**config.mk**
```make
export PLATFORM = sky130hd
export DESIGN_NAME = mccoy_ctrl_seq_flat
export DESIGN_NICKNAME = d
export VERILOG_FILES = /design/src/rtl/mccoy_ctrl_seq_if.sv /design/src/rtl/mccoy_ctrl_seq.sv /design/src/flat_wrapper.sv
export SDC_FILE = /design/constraint.sdc
export NUM_CORES = 1
export LEC_CHECK = 0
export CAP_MARGIN = 30
export CORE_AREA = 5 5 45 47
export DETAILED_ROUTE_END_ITERATION = 12
export DIE_AREA = 0 0 50 52
export PLACE_DENSITY = 0.75
export RECOVER_POWER = 50
export SYNTH_ARGS = -nofsm -noshare
export SYNTH_HDL_FRONTEND = slang
export SYNTH_SLANG_ARGS = --single-unit
```
**constraint.sdc**
```tcl
create_clock -name clk -period 1.5 [get_ports clk]
set_clock_uncertainty 0.15 [all_clocks]
set_input_delay 0.375 -clock clk [delete_from_list [all_inputs] [get_ports clk]]
set_output_delay 0.375 -clock clk [all_outputs]
set_load 0.02 [all_outputs]
```
**src/rtl/mccoy_ctrl_seq_if.sv**
```systemverilog
// rtl/mccoy_ctrl_seq_if.sv - opcode valid/ready handshake into the McCoy sequencer
interface mccoy_ctrl_seq_if #(
    parameter int OP_W = 3
);
    logic            instr_valid;
    logic            instr_ready;
    logic [OP_W-1:0] instr_op;

    modport master (output instr_valid, output instr_op, input instr_ready);
    modport slave  (input instr_valid, input instr_op, output instr_ready);
endinterface

```
**src/rtl/mccoy_ctrl_seq.sv**
```systemverilog
// rtl/mccoy_ctrl_seq.sv - McCoy multi-cycle control sequencer
// Optional retired-instruction counter enabled by MCCOY_INSTR_COUNT_EN.
module mccoy_ctrl_seq #(
    parameter int OP_W         = 3,
    parameter bit ILLEGAL_HALT = 1'b1,
    parameter int CNT_W        = 16
) (
    input  logic             clk,
    input  logic             reset,
    mccoy_ctrl_seq_if.slave  instr,
    input  logic             x8_zero,
    input  logic             resume,
    output logic             ctrl_valid,
    output logic             bez,
    output logic             ja,
    output logic             op1,
    output logic             op2,
    output logic             writeReg,
    output logic             writex8,
    output logic [1:0]       x8Sel,
    output logic             branch_taken,
    output logic             pc_inc,
    output logic             halted
`ifdef MCCOY_INSTR_COUNT_EN
    ,
    output logic [CNT_W-1:0] instr_count
`endif
);
    typedef enum logic [1:0] {IDLE, DECODE, EXEC, HALT} state_t;

    state_t          state, state_nxt;
    logic [OP_W-1:0] op_q;
    // control word layout: {bez, ja, op1, op2, writeReg, writex8, x8Sel[1:0]}
    logic [7:0]      cw_q, cw_dec;
    logic            op_legal, in_exec, taken;

    assign op_legal = (op_q < OP_W'(7));

    always_comb begin
        cw_dec = '0;
        case (op_q)
            OP_W'(0): cw_dec = 8'b0000_0101;
            OP_W'(1): cw_dec = 8'b0010_0110;
            OP_W'(2): cw_dec = 8'b1001_0000;
            OP_W'(3): cw_dec = 8'b0000_0100;
            OP_W'(4): cw_dec = 8'b0000_1000;
            OP_W'(5): cw_dec = 8'b0111_0000;
            OP_W'(6): cw_dec = 8'b0010_0111;
            default:  cw_dec = '0;
        endcase
    end

    always_ff @(posedge clk) begin
        if (reset) begin
            state <= IDLE;
            op_q  <= '0;
            cw_q  <= '0;
        end else begin
            state <= state_nxt;
            if (state == IDLE && instr.instr_valid)
                op_q <= instr.instr_op;
            if (state == DECODE)
                cw_q <= cw_dec;
        end
    end

    always_comb begin
        state_nxt = state;
        case (state)
            IDLE:    if (instr.instr_valid) state_nxt = DECODE;
            DECODE:  state_nxt = (!op_legal && ILLEGAL_HALT) ? HALT : EXEC;
            EXEC:    state_nxt = IDLE;
            HALT:    if (resume) state_nxt = IDLE;
            default: state_nxt = IDLE;
        endcase
    end

    // Reset masks every output in the reset cycle, including an in-flight EXEC.
    assign in_exec           = (state == EXEC) && !reset;
    assign instr.instr_ready = (state == IDLE) && !reset;
    assign halted            = (state == HALT) && !reset;

    assign ctrl_valid   = in_exec;
    assign bez          = in_exec & cw_q[7];
    assign ja           = in_exec & cw_q[6];
    assign op1          = in_exec & cw_q[5];
    assign op2          = in_exec & cw_q[4];
    assign writeReg     = in_exec & cw_q[3];
    assign writex8      = in_exec & cw_q[2];
    assign x8Sel        = in_exec ? cw_q[1:0] : 2'b00;
    assign taken        = cw_q[6] | (cw_q[7] & x8_zero);
    assign branch_taken = in_exec & taken;
    assign pc_inc       = in_exec & ~taken;

`ifdef MCCOY_INSTR_COUNT_EN
    logic [CNT_W-1:0] count_q;

    always_ff @(posedge clk) begin
        if (reset)
            count_q <= '0;
        else if (in_exec)
            count_q <= count_q + CNT_W'(1);
    end

    assign instr_count = count_q;
`endif
endmodule
```
**src/flat_wrapper.sv**
```systemverilog
// flat-port wrapper written by rule: the top's interface ports become plain ports
module mccoy_ctrl_seq_flat 
#(
    parameter int OP_W         = 3,
    parameter bit ILLEGAL_HALT = 1'b1,
    parameter int CNT_W        = 16
)
  (clk, reset, x8_zero, resume, ctrl_valid, bez, ja, op1, op2, writeReg, writex8, x8Sel, branch_taken, pc_inc, halted, instr_instr_valid, instr_instr_op, instr_instr_ready);
  mccoy_ctrl_seq_if #(.OP_W(OP_W)) instr_i ();
  input  logic clk;
  input  logic reset;
  input  logic x8_zero;
  input  logic resume;
  output logic ctrl_valid;
  output logic bez;
  output logic ja;
  output logic op1;
  output logic op2;
  output logic writeReg;
  output logic writex8;
  output logic [1:0] x8Sel;
  output logic branch_taken;
  output logic pc_inc;
  output logic halted;
  input wire logic [$bits(instr_i.instr_valid)-1:0] instr_instr_valid;
  input wire logic [$bits(instr_i.instr_op)-1:0] instr_instr_op;
  output wire logic [$bits(instr_i.instr_ready)-1:0] instr_instr_ready;
  assign instr_i.instr_valid = instr_instr_valid;
  assign instr_i.instr_op = instr_instr_op;
  assign instr_instr_ready = instr_i.instr_ready;
  mccoy_ctrl_seq #(.OP_W(OP_W), .ILLEGAL_HALT(ILLEGAL_HALT), .CNT_W(CNT_W)) u_core (.clk(clk), .reset(reset), .instr(instr_i), .x8_zero(x8_zero), .resume(resume), .ctrl_valid(ctrl_valid), .bez(bez), .ja(ja), .op1(op1), .op2(op2), .writeReg(writeReg), .writex8(writex8), .x8Sel(x8Sel), .branch_taken(branch_taken), .pc_inc(pc_inc), .halted(halted));
endmodule
```
# --- Word level (Yosys, flattened, before mapping) ---
# Cells that the tools add are included.
op_classes:
  order_cmp: 1
  n_eq_ne: 11
  mux: 6
  bitwise_logic: 11
  n_reduce_logical: 8
op_table:
  columns: ["op", "n"]
  rows:
  - ["$pmux 8 s7", 1]
  - ["$and 1x1->1", 9]
  - ["$eq 3x3->1 const B", 3]
  - ["$pmux 2 s4", 1]
  - ["$eq 3x2->1 const B", 2]
  - ["$mux 2", 3]
  - ["$eq 2x2->1 const B", 2]
  - ["$logic_and 1x1->1", 4]
  - ["$ne 2x2->1 const B", 2]
  - ["$eq 3x1->1 const B", 1]
  - ["$logic_not 3->1", 1]
  - ["$lt 3x3->1 const B", 1]
  - ["$eq 2x1->1 const B", 1]
  - ["$logic_not 2->1", 1]
  - ["$reduce_and 2->1", 1]
  - ["$logic_not 1->1", 1]
  - ["$mux 1", 1]
  - ["$not 1->1", 1]
  - ["$or 1x1->1", 1]
totals:
  ff_bits: 13
  in_bits: 8
  output_inout_bits: 13
  elab_cells: 40

# --- Logic depth before layout (Yosys ltp) ---
# Gate-level depths: netlist of run 1.
logic_depth:
  ltp_word: 4
  depth_mapped: 4
  depth_no_buf: 3

# --- Worst setup path before layout of run 1 ---
# No wires, ideal clock.
synth_path:
  path_type: "input to output"
  start: "in reset"
  end: "out pc_inc"
  t_arrival_ns: 1.298
  required_ns: 0.975
  path_slack_ns: -0.323
  stages: 3
  path_buffers: 1
  cell_sequence: "clkbuf_1 -> nor3_2 -> and2_1"
synth_between:
  elab_chain_cells: 3
synth_rtl:
  columns: ["element", "line", "source"]
  rows:
  - ["from (decl)", "flat_wrapper.sv:11", "input logic reset;"]
  - ["$logic_not 1->1", "mccoy_ctrl_seq.sv:79", "assign in_exec = (state == EXEC) && !reset;"]
  - ["$logic_and 1x1->1", "mccoy_ctrl_seq.sv:79", null]
  - ["named net ctrl_valid", "flat_wrapper.sv:14", "output logic ctrl_valid;"]
  - ["$and 1x1->1", "mccoy_ctrl_seq.sv:93", "assign pc_inc = in_exec & ~taken;"]
  - ["to (decl)", "flat_wrapper.sv:23", "output logic pc_inc;"]
# The timed path passes the listed nets, and every way through them passes these cells.

# --- Worst setup path after layout of run 1 ---
layout_path:
  start: "reg u_core.state[0]"
  end: "out pc_inc"
layout_between:
  elab_chain_cells: 3
layout_rtl:
  columns: ["element", "line", "source"]
  rows:
  - ["from (decl)", "mccoy_ctrl_seq.sv:31", "state_t state, state_nxt;"]
  - ["from (signal assigned)", "mccoy_ctrl_seq.sv:59", "state <= state_nxt;"]
  - ["$eq 2x2->1", "mccoy_ctrl_seq.sv:79", null]
  - ["$logic_and 1x1->1", "mccoy_ctrl_seq.sv:79", null]
  - ["$and 1x1->1", "mccoy_ctrl_seq.sv:93", null]
# Every way passes these cells.

==> results of run 1 <==
## layout make-up
| type | count | area share (%) |
|---|---|---|
| multi-input combinational | 56 | 37.0 |
| timing repair buffer | 37 | 32.5 |
| sequential | 13 | 24.9 |
| clock buffer | 4 | 2.49 |
| tap | 17 | 2.01 |
| inverter | 3 | 1.07 |
## cells by family after synthesis
| group | Yosys count | share of synthesized area [%] |
|---|---|---|
| buf+inv | 8 | 5.14 |
| flops | 13 | 41.1 |
| compound gates | 13 | 13.0 |
| simple gates | 39 | 34.6 |
| mux | 3 | 4.74 |
| xor+xnor | 1 | 1.38 |
## routing by layer
layer  GRT usage, %  wire (µm)  vias up
met2           23.6        816       14
met1           13.5        673      298
met4           2.62         43        0
met3           1.72         59        4
met5              0          0        -
li1               -          -      336
## worst min path at each step
stage                     end  slack, ns  cells past startpoint
4_1_cts        u_core.cw_q[0]       0.32                      2
5_1_grt        u_core.cw_q[0]       0.34                      2
3_5_place_dp   u_core.cw_q[3]       0.29                      2
2_1_floorplan  u_core.cw_q[0]       0.28                      2
3_3_place_gp   u_core.cw_q[3]       0.30                      2
6_report       u_core.cw_q[0]       0.32                      2
## power groups by stage
stage	sequential [W]	combinational, W	clock, W
5_1_grt	0.000386	0.000162	0.000243
4_1_cts	0.000383	0.000146	0.000216
3_3_place_gp	0.000389	0.000133	0
2_1_floorplan	0.000385	0.0000834	0
6_report	0.000383	0.000149	0.000222
3_5_place_dp	0.000389	0.000137	0
## synth_stat cells
library cell / count
nand2b_1: 3
inv_1: 2
or2_2: 1
and2_1: 9
a21boi_0: 1
a21oi_1: 7
a211oi_1: 1
nand3b_1: 1
clkbuf_1: 3
nor3_2: 1
nor2_1: 7
mux2i_1: 3
nor3_1: 2
dfxtp_1: 13
a31oi_1: 1
xnor2_1: 1
nand4_1: 1
nor4_1: 1
nor3b_2: 1
buf_2: 2
o41ai_1: 1
a311oi_1: 2
nor3b_1: 1
inv_2: 1
nor2b_1: 2
nand2_1: 5
nand3_1: 4
## metrics by stage
step	TNS (ns)	power, W	utilization (%)	cell area (µm²)	cells
after floorplan	-1.09	0.000468	-	684	77
after global placement	-12.43	0.000522	59.5	961	122
after detailed placement	-13.11	0.000526	59.5	961	122
after CTS	-2.57	0.000745	65.1	1050	130
after global routing	-3.56	0.000791	65.5	1060	130
final	-2.88	0.000754	65.5	1060	130
## sequential cells by signal, summed over array words and instances (netlist names)
register / count
u_core.state: 2
u_core.op_q: 3
u_core.cw_q: 8
## critical path, delay by kind of cell (launching register included)
kind / cells / cell delay (ns)
DFF: 1 / 0.34
buffers and inverters: 2 / 0.25
and+or+nand+nor: 2 / 0.36
## repair_timing
action / CTS / global route
setup endpoints to repair: 13 / 14
gates resized for setup: 96 / 3
pin swaps: 12 / 2
buffers inserted: 4 / 0
==> reports/metrics.cfg, run 1 <==
[status]
status=finished with violations
violations=setup timing

[final_layout]
synthToLayoutAreaGrowth_pct=67.0
n_antenna_cell=0
multiInputGateArea_um2=392
layout_common_cells=buf_6 (14), buf_4 (13), dfxtp_1 (11)
nets=122
ff_latch_area_um2=263
final_common_cell=buf_6
drive_above_1_share_pct=46.0
fillerInstances=140

[placed_design]
post-place-ws_ns=-0.977
hpwl_um=1130
place.port_buffers=20
gp_congestion=0.715

[grt]
grt_pass1_wl_um=2550
grt.overflow.total=0
grt_pass1_vias=593
antenna_found_initial=0
track_usage_pct=12.1
grt_max_degree=12

[floorplanning]
die_x_um=50
start_util_pct=39.2
core_area_mm2=0.00161
row_count=15
fp.dieH_um=52
ios=21
die_area_mm2=0.00260

[yosys]
netlist_top_cells_area=dfxtp_1 (41%), and2_1 (8.9%), a21oi_1 (5.5%)
synth_area_um2=633
ys_ff_latch=13
synth_top_cell_by_area=dfxtp_1
post_synth_num_cell_types=27
netlist_instances=77
syn_nets=85
syn_area_per_cell_um2=8.22
synth_top_area_share_pct=41.1
yosysWarnings=0
yosysSeqAreaShare_pct=41.1

[clocking]
ctsHtreeMaxLevel=1
clock-sinks=13
clkTransAtPathRegs_ns=0.09
cts_hold_buffers=0
cts-root-buf=clkbuf_4
insertion_delay_ns=0.27
cts_buffers=3
cts_tree=built
clockBufferDepth=2

[worst_setup_path]
r2r_start=u_core.state[0]
required_ns=0.97
crit_top_cell=buf_6
r2r_cells=5
path_max_fanout=7
critPathKind=flip-flop to output port
endpoint=pc_inc
rrSetupSlack_ns=0.06
crit_start=u_core.state[0]
crit_chain=nor3_4 > buf_6 > and2_4 > buf_6
cp.arrival_ns=1.23
r2r-end=u_core.cw_q[1]
crit_path_top_delay_cell=dfxtp_2
cpPeakStageDelay_ns=0.34
crit_path_end_kind=output port
cp-start-kind=flip-flop

[power]
seqPwrFrac_pct=50.8
internal_power_w=0.000549
power.leakage_nw=0.443
p_clk_share_pct=29.4
p_per_area_mw_per_mm2=713
switching_share_pct=27.2
vdd_ir_drop_max_mv=0.798
combinationalPowerShare_pct=19.8
p_sw_w=0.000205

[sta]
hold_ws_ns=0.321
clock.fmax_ghz=0.571
hold_viol=0
drv_slew=0
min_period_ns=1.75
rsz0062_at_grt=true
slew_headroom_pct=73.9
timing.final.ws_setup_ns=-0.253
worst_slew_pin_slew_ns=0.390
fin_crit_sh_pct=117
setup_violations=13

[detailed_routing]
drc_errors=0
wirelength_um=1590
num_vias=652
post_drt_wl_per_cell_um=12.3
drtAntennaViolNets=0
first_iter_violations=6
vias_per_cell=5.02
first_pass_iters=3

[worst_hold_path]
hold_class=flip-flop to flip-flop
worstHoldStart=u_core.cw_q[0]

[job]
max-cap-violations=0

Power figures use the tool's default switching activity.
==> inputs of run 2 (changes only) <==
ABC_AREA = 1   (was unset)
CORE_AREA = 8 8 48 50   (was 5 5 45 47)
DIE_AREA = 0 0 56 58   (was 0 0 50 52)
PLACE_DENSITY = 0.77   (was 0.75)
==> run 2 against run 1 <==
The flow still finishes with violations (setup timing); count of clock-buffer cells in the layout unchanged; sequential cell count unchanged; total power up 5.2%; global-route usage down 0.67 points; non-clock buffer count down 1; via count up 9.7%; largest cell class unchanged.
==> reports/metrics.cfg, run 2 <==
[yosys]
netlist_top_cells_count=nor2_1 (20), inv_1 (18), dfxtp_1 (13)
synth_top_area_share_pct=39.1  ; -2.0 points
ys_ff_latch=13  ; unchanged
yosysSeqAreaShare_pct=39.1  ; -2.0 points
yosysWarnings=0  ; unchanged
synth_most_common_cell=nor2_1
netlist_top_cells_area=dfxtp_1 (39%), nor2_1 (11%), inv_1 (10%)
synth_edf_count=0  ; unchanged
netlist_instances=98  ; +27%
synth_top_cell_by_area=dfxtp_1
post_synth_num_cell_types=18  ; -33%
syn_area_per_cell_um2=6.79  ; -17%
syn_nets=106  ; +25%
synth_area_um2=666  ; +5.1%
ys_async_sr_fraction_pct=0  ; unchanged
ys_dominant_reg_cell=dfxtp_1

[sta]
rsz0062_at_grt=true
min_period_ns=1.68  ; -0.0756 ns
clock.fmax_ghz=0.596  ; +4.5%
setup_violations=14  ; +1
timing.final.ws_setup_ns=-0.177  ; +0.0756 ns
drv_slew=0  ; unchanged
slew_headroom_pct=81.3  ; +7.4 points
hold_viol=0  ; unchanged
fin_crit_sh_pct=112  ; -5.0 points
worst_slew_pin_slew_ns=0.280  ; -0.110 ns

[floorplanning]
die_area_mm2=0.00325  ; +25%
row_count=15  ; unchanged
fp.dieH_um=58  ; +12%
start_util_pct=41.2  ; +2.0 points
die_x_um=56  ; +12%
core_area_mm2=0.00161  ; unchanged
ios=21  ; unchanged

[clocking]
cts_tree=built
ctsHtreeMaxLevel=1  ; unchanged
cts_hold_buffers=0  ; unchanged
insertion_delay_ns=0.28  ; about the same
clockBufferDepth=2  ; unchanged
cts_setup_buffers=0  ; -4
cts_buffers=3  ; unchanged
clkTransAtPathRegs_ns=0.08  ; about the same
clock-sinks=13  ; unchanged
cts-root-buf=clkbuf_4

[final_layout]
final_common_cell=inv_1
final_area_mm2=0.00113  ; +6.7%
largest_reg_flops=8  ; unchanged
drive_above_1_share_pct=42.2  ; -3.8 points
final_cells=152  ; +17%
nets=144  ; +18%
regMostFlops=u_core.cw_q
n_antenna_cell=0  ; unchanged
layout_common_cells=inv_1 (16), buf_4 (15), nand2_1 (11), buf_6 (11), dfxtp_1 (11)
reg_top3=u_core.cw_q: 8 flops, u_core.op_q: 3 flops, u_core.state: 2 flops
synthToLayoutAreaGrowth_pct=69.5
fillerInstances=145  ; +3.6%

[power]
finalPower_w=0.000794  ; +5.2%
power.leakage_nw=0.492  ; +11%
p_per_area_mw_per_mm2=703  ; -1.4%
vdd_ir_drop_max_mv=0.545  ; -32%

[detailed_routing]
first_pass_iters=4  ; +1
drc_errors=0  ; unchanged
wirelength_um=1760  ; +10%
vias_per_cell=4.70  ; -6.2%
num_vias=715  ; +9.7%
first_iter_violations=5  ; -1
drtAntennaViolNets=0  ; unchanged
post_drt_wl_per_cell_um=11.6  ; -5.6%

[worst_setup_path]
crit_chain=inv_2 > nand3_4 > clkbuf_16 > nor2_4 > buf_6
path_max_fanout=5  ; -2
cpPeakStageDelay_ns=0.33  ; about the same
crit_path_end_kind=output port
crit_buf_inv=3  ; +1
critPathKind=flip-flop to output port
crit_path_top_delay_cell=dfxtp_2
cp.arrival_ns=1.15  ; -0.08 ns
cp-start-kind=flip-flop
required_ns=0.97  ; about the same
cp_top_family=buffers and inverters

[grt]
antenna_found_initial=0  ; unchanged
grt_max_degree=12  ; unchanged
track_usage_pct=11.4  ; -0.67 points
grt_pass1_vias=725  ; +22%
grt.overflow.total=0  ; unchanged
grt_pass1_wl_um=3030  ; +19%

[placed_design]
place.port_buffers=20  ; unchanged
gp_congestion=0.860  ; +20%
post_dp_cell_area_mm2=0.00106  ; +11%
hpwl_um=1350  ; +20%
dp_cells=147  ; +20%

[status]
violations=setup timing
status=finished with violations

[job]
max-cap-violations=0  ; unchanged

[worst_hold_path]
hold_class=flip-flop to flip-flop

run 2: final cells by class:
class	count	area, µm²	share of cell area (%)
clock buffer	4	26.3	2.33
inverter	21	86.3	7.65
multi-input combinational	61	375	33.3
sequential	13	263	23.3
tap	17	21.3	1.88
timing repair buffer	36	357	31.6
run 2: path summary, 6_finish.rpt:
path | start | end | slack, ns | cells after the start
setup / recovery | u_core.state[0] | x8Sel[0] | -0.18 | 5
hold / removal | u_core.op_q[0] | u_core.state[0] | 0.37 | 2
setup reg to reg | u_core.state[0] | u_core.cw_q[5] | -0.01 | 7
hold reg to reg | u_core.op_q[0] | u_core.state[0] | 0.37 | 2
run 2: routing by layer:
layer	track usage (%)	vias to the layer above	wire length, µm
met5	0	-	0
met4	7.22	0	31
met3	4.37	4	111
met2	20.9	18	948
met1	10.3	314	667
li1	-	379	-
run 2: cells by family (layout without fill, tap and decap cells):
logic type	after synthesis	in the layout	synth area share, %
AND/OR/NAND/NOR	46	46	31.8
buffers and inverters	24	61	16.7
AO/OA/AOI/OAI	15	15	12.4
flip-flops	13	13	39.1
run 2: metrics by stage:
stage	hold WS [ns]	setup slack, ns	setup TNS [ns]	utilization (%)
floorplan	0.293	-0.00130	-0.00130	-
global placement	0.361	-0.907	-11.53	66.0
detailed placement	0.363	-0.934	-12.17	66.0
CTS	0.375	-0.185	-1.96	68.6
global route	0.412	-0.239	-3.23	69.9
finish	0.371	-0.177	-2.00	69.9
run 2: report_power, final:
part           total (W)  switching (W)  internal (W)
registers       0.000389      0.0000194      0.000370
clock network   0.000218       0.000114      0.000103
logic           0.000187       0.000101     0.0000860
run 2: repair_timing:
item	CTS	global route
gates resized for setup	85	3
pin swaps	0	3
setup endpoints to repair	13	13
gates cloned	0	1
endpoints found under the hold margin	0	0
run 2: worst register-to-register path: stages, from the launching register on:
cell,delay (ns)
dfxtp_2,0.34
inv_2,0.05
buf_4,0.14
buf_4,0.13
nor2_2,0.23
inv_2,0.14
nor3_1,0.19
nor2_1,0.05
==> inputs of run 3 (changes only) <==
ABC_CLOCK_PERIOD_IN_PS = 1500   (was unset)
PLACE_DENSITY = 0.81   (was 0.77)
==> run 3 against run 2 <==
The flow still finishes with violations (setup timing); die area unchanged; global-route usage up 0.94 points; fmax down 1.7%; sequential power about the same; routed wire length up 26%; worst hold slack better by 0.0021 ns; combinational power up 17%; total power up 5.7%; critical endpoint unchanged.
==> reports/metrics.cfg, run 3 (same netlist as run 2, synthesis figures left out) <==
[clocking]
clockBufferDepth=2  ; unchanged
cts-root-buf=clkbuf_4
cts_buffers=3  ; unchanged
cts_tree=built
clkTransAtPathRegs_ns=0.08  ; about the same
ctsHtreeMaxLevel=1  ; unchanged
clock-sinks=13  ; unchanged
insertion_delay_ns=0.29  ; about the same

[worst_setup_path]
required_ns=0.97  ; about the same
crit_path_end_kind=output port
cp-start-kind=flip-flop
critPathKind=flip-flop to output port
crit_buf_inv=3  ; unchanged
crit_chain=inv_4 > nand3_4 > clkbuf_16 > nor2_4 > buf_6
cp_top_family=buffers and inverters
cp.arrival_ns=1.18  ; +0.03 ns
path_max_fanout=5  ; unchanged
crit_path_top_delay_cell=dfxtp_2
cpPeakStageDelay_ns=0.34  ; about the same

[grt]
track_usage_pct=12.4  ; +0.94 points
grt_max_degree=12  ; unchanged
grt_pass1_wl_um=3190  ; +5.2%
antenna_found_initial=0  ; unchanged
grt.overflow.total=0  ; unchanged
grt_pass1_vias=783  ; +8.0%

[sta]
clock.fmax_ghz=0.586  ; -1.7%
fin_crit_sh_pct=114  ; +1.9 points
min_period_ns=1.71  ; +0.0289 ns
slew_headroom_pct=84.9  ; +3.6 points
worst_slew_pin_slew_ns=0.227  ; -0.0533 ns
hold_viol=0  ; unchanged
rsz0062_at_grt=true
final.setup.tns_ns=-2.32  ; -0.321 ns
timing.final.ws_setup_ns=-0.206  ; -0.0289 ns
drv_slew=0  ; unchanged
setup_violations=13  ; -1

[power]
power.leakage_nw=0.520  ; +5.7%
finalPower_w=0.000838  ; +5.7%
vdd_ir_drop_max_mv=0.636  ; +17%
p_per_area_mw_per_mm2=701  ; -0.31%

[detailed_routing]
drc_errors=0  ; unchanged
drtAntennaViolNets=0  ; unchanged
vias_per_cell=5.05  ; +7.4%
post_drt_wl_per_cell_um=14.2  ; +22%
first_pass_iters=4  ; unchanged
num_vias=788  ; +10%
wirelength_um=2210  ; +26%
first_iter_violations=13  ; +8

[floorplanning]
core_area_mm2=0.00161  ; unchanged
ios=21  ; unchanged
start_util_pct=41.2  ; unchanged
row_count=15  ; unchanged
die_x_um=56  ; unchanged
die_area_mm2=0.00325  ; unchanged
fp.dieH_um=58  ; unchanged

[final_layout]
nets=148  ; +2.8%
post-route-util_pct=74.1  ; +4.2 points
layout_common_cells=buf_4 (17), inv_1 (16), buf_6 (14)
largest_reg_flops=8  ; unchanged
synthToLayoutAreaGrowth_pct=79.7
regMostFlops=u_core.cw_q
final_common_cell=buf_4
drive_above_1_share_pct=45.3  ; +3.1 points
fillerInstances=120  ; -17%
reg_top3=u_core.cw_q: 8 flops, u_core.op_q: 3 flops, u_core.state: 2 flops
n_antenna_cell=0  ; unchanged

[job]
max-cap-violations=0  ; unchanged

[placed_design]
hpwl_um=1510  ; +12%
place.port_buffers=20  ; unchanged
gp_congestion=0.819  ; -4.7%

[status]
status=finished with violations
violations=setup timing

[worst_hold_path]
hold_class=flip-flop to flip-flop

-- run 3: cell types whose count changed in the layout (fill, tap and decap cells not counted), sizes merged --
cell    before  now
buf         27   32
clkbuf       6    5
-- run 3: per-layer routing --
layer  global-route usage, %  up-vias  part of all wire [%]
met4                    8.93        0                   3.7
met3                    5.24       12                   7.0
li1                        -      386                     -
met5                       0        -                     0
met2                    22.7       28                    55
met1                    10.5      362                    35
-- run 3: power breakdown --
part	internal (W)	switching, W	total, W
Combinational	0.000101	0.000117	0.000219
Sequential	0.000370	0.0000222	0.000392
Clock	0.000104	0.000125	0.000228
-- run 3: worst paths after layout --
check	end	slack [ns]	cells past startpoint	startpoint
max	x8Sel[0]	-0.21	5	u_core.state[0]
min reg2reg	u_core.cw_q[5]	0.37	2	u_core.cw_q[5]
min	u_core.cw_q[5]	0.37	2	u_core.cw_q[5]
max reg2reg	u_core.cw_q[4]	0.03	7	u_core.state[0]
-- run 3: final cells by class --
type / instances / area, µm² / area share [%]
Timing Repair Buffer: 40 / 400 / 33.5
Tap cell: 17 / 21.3 / 1.78
Inverter: 21 / 91.3 / 7.64
Sequential cell: 13 / 263 / 22.0
Clock buffer: 4 / 26.3 / 2.20
Multi-Input combinational cell: 61 / 394 / 32.9
-- run 3: stage by stage --
step	area, µm²	hold slack, ns	cells	worst slack (ns)
2_1_floorplan	761	0.293	98	-0.00130
3_3_place_gp	1060	0.360	147	-0.904
3_5_place_dp	1060	0.362	147	-0.933
4_1_cts	1140	0.385	154	-0.195
5_1_grt	1200	0.411	156	-0.236
6_report	1200	0.373	156	-0.206
-- run 3: what timing repair did --
action,in CTS,in global routing
gates resized for setup,87,8
pin swaps,2,6
buffers inserted,3,2
cloned,0,1
endpoints found under the setup margin,13,17
hold buffers,0,0
-- run 3: worst reg2reg max path: stages (launching register included) --
cell and delay [ns]:
dfxtp_2 0.36, inv_4 0.05, buf_4 0.12, buf_4 0.13
nor2_4 0.19, buf_6 0.15, nand4_1 0.16, o21ai_2 0.10
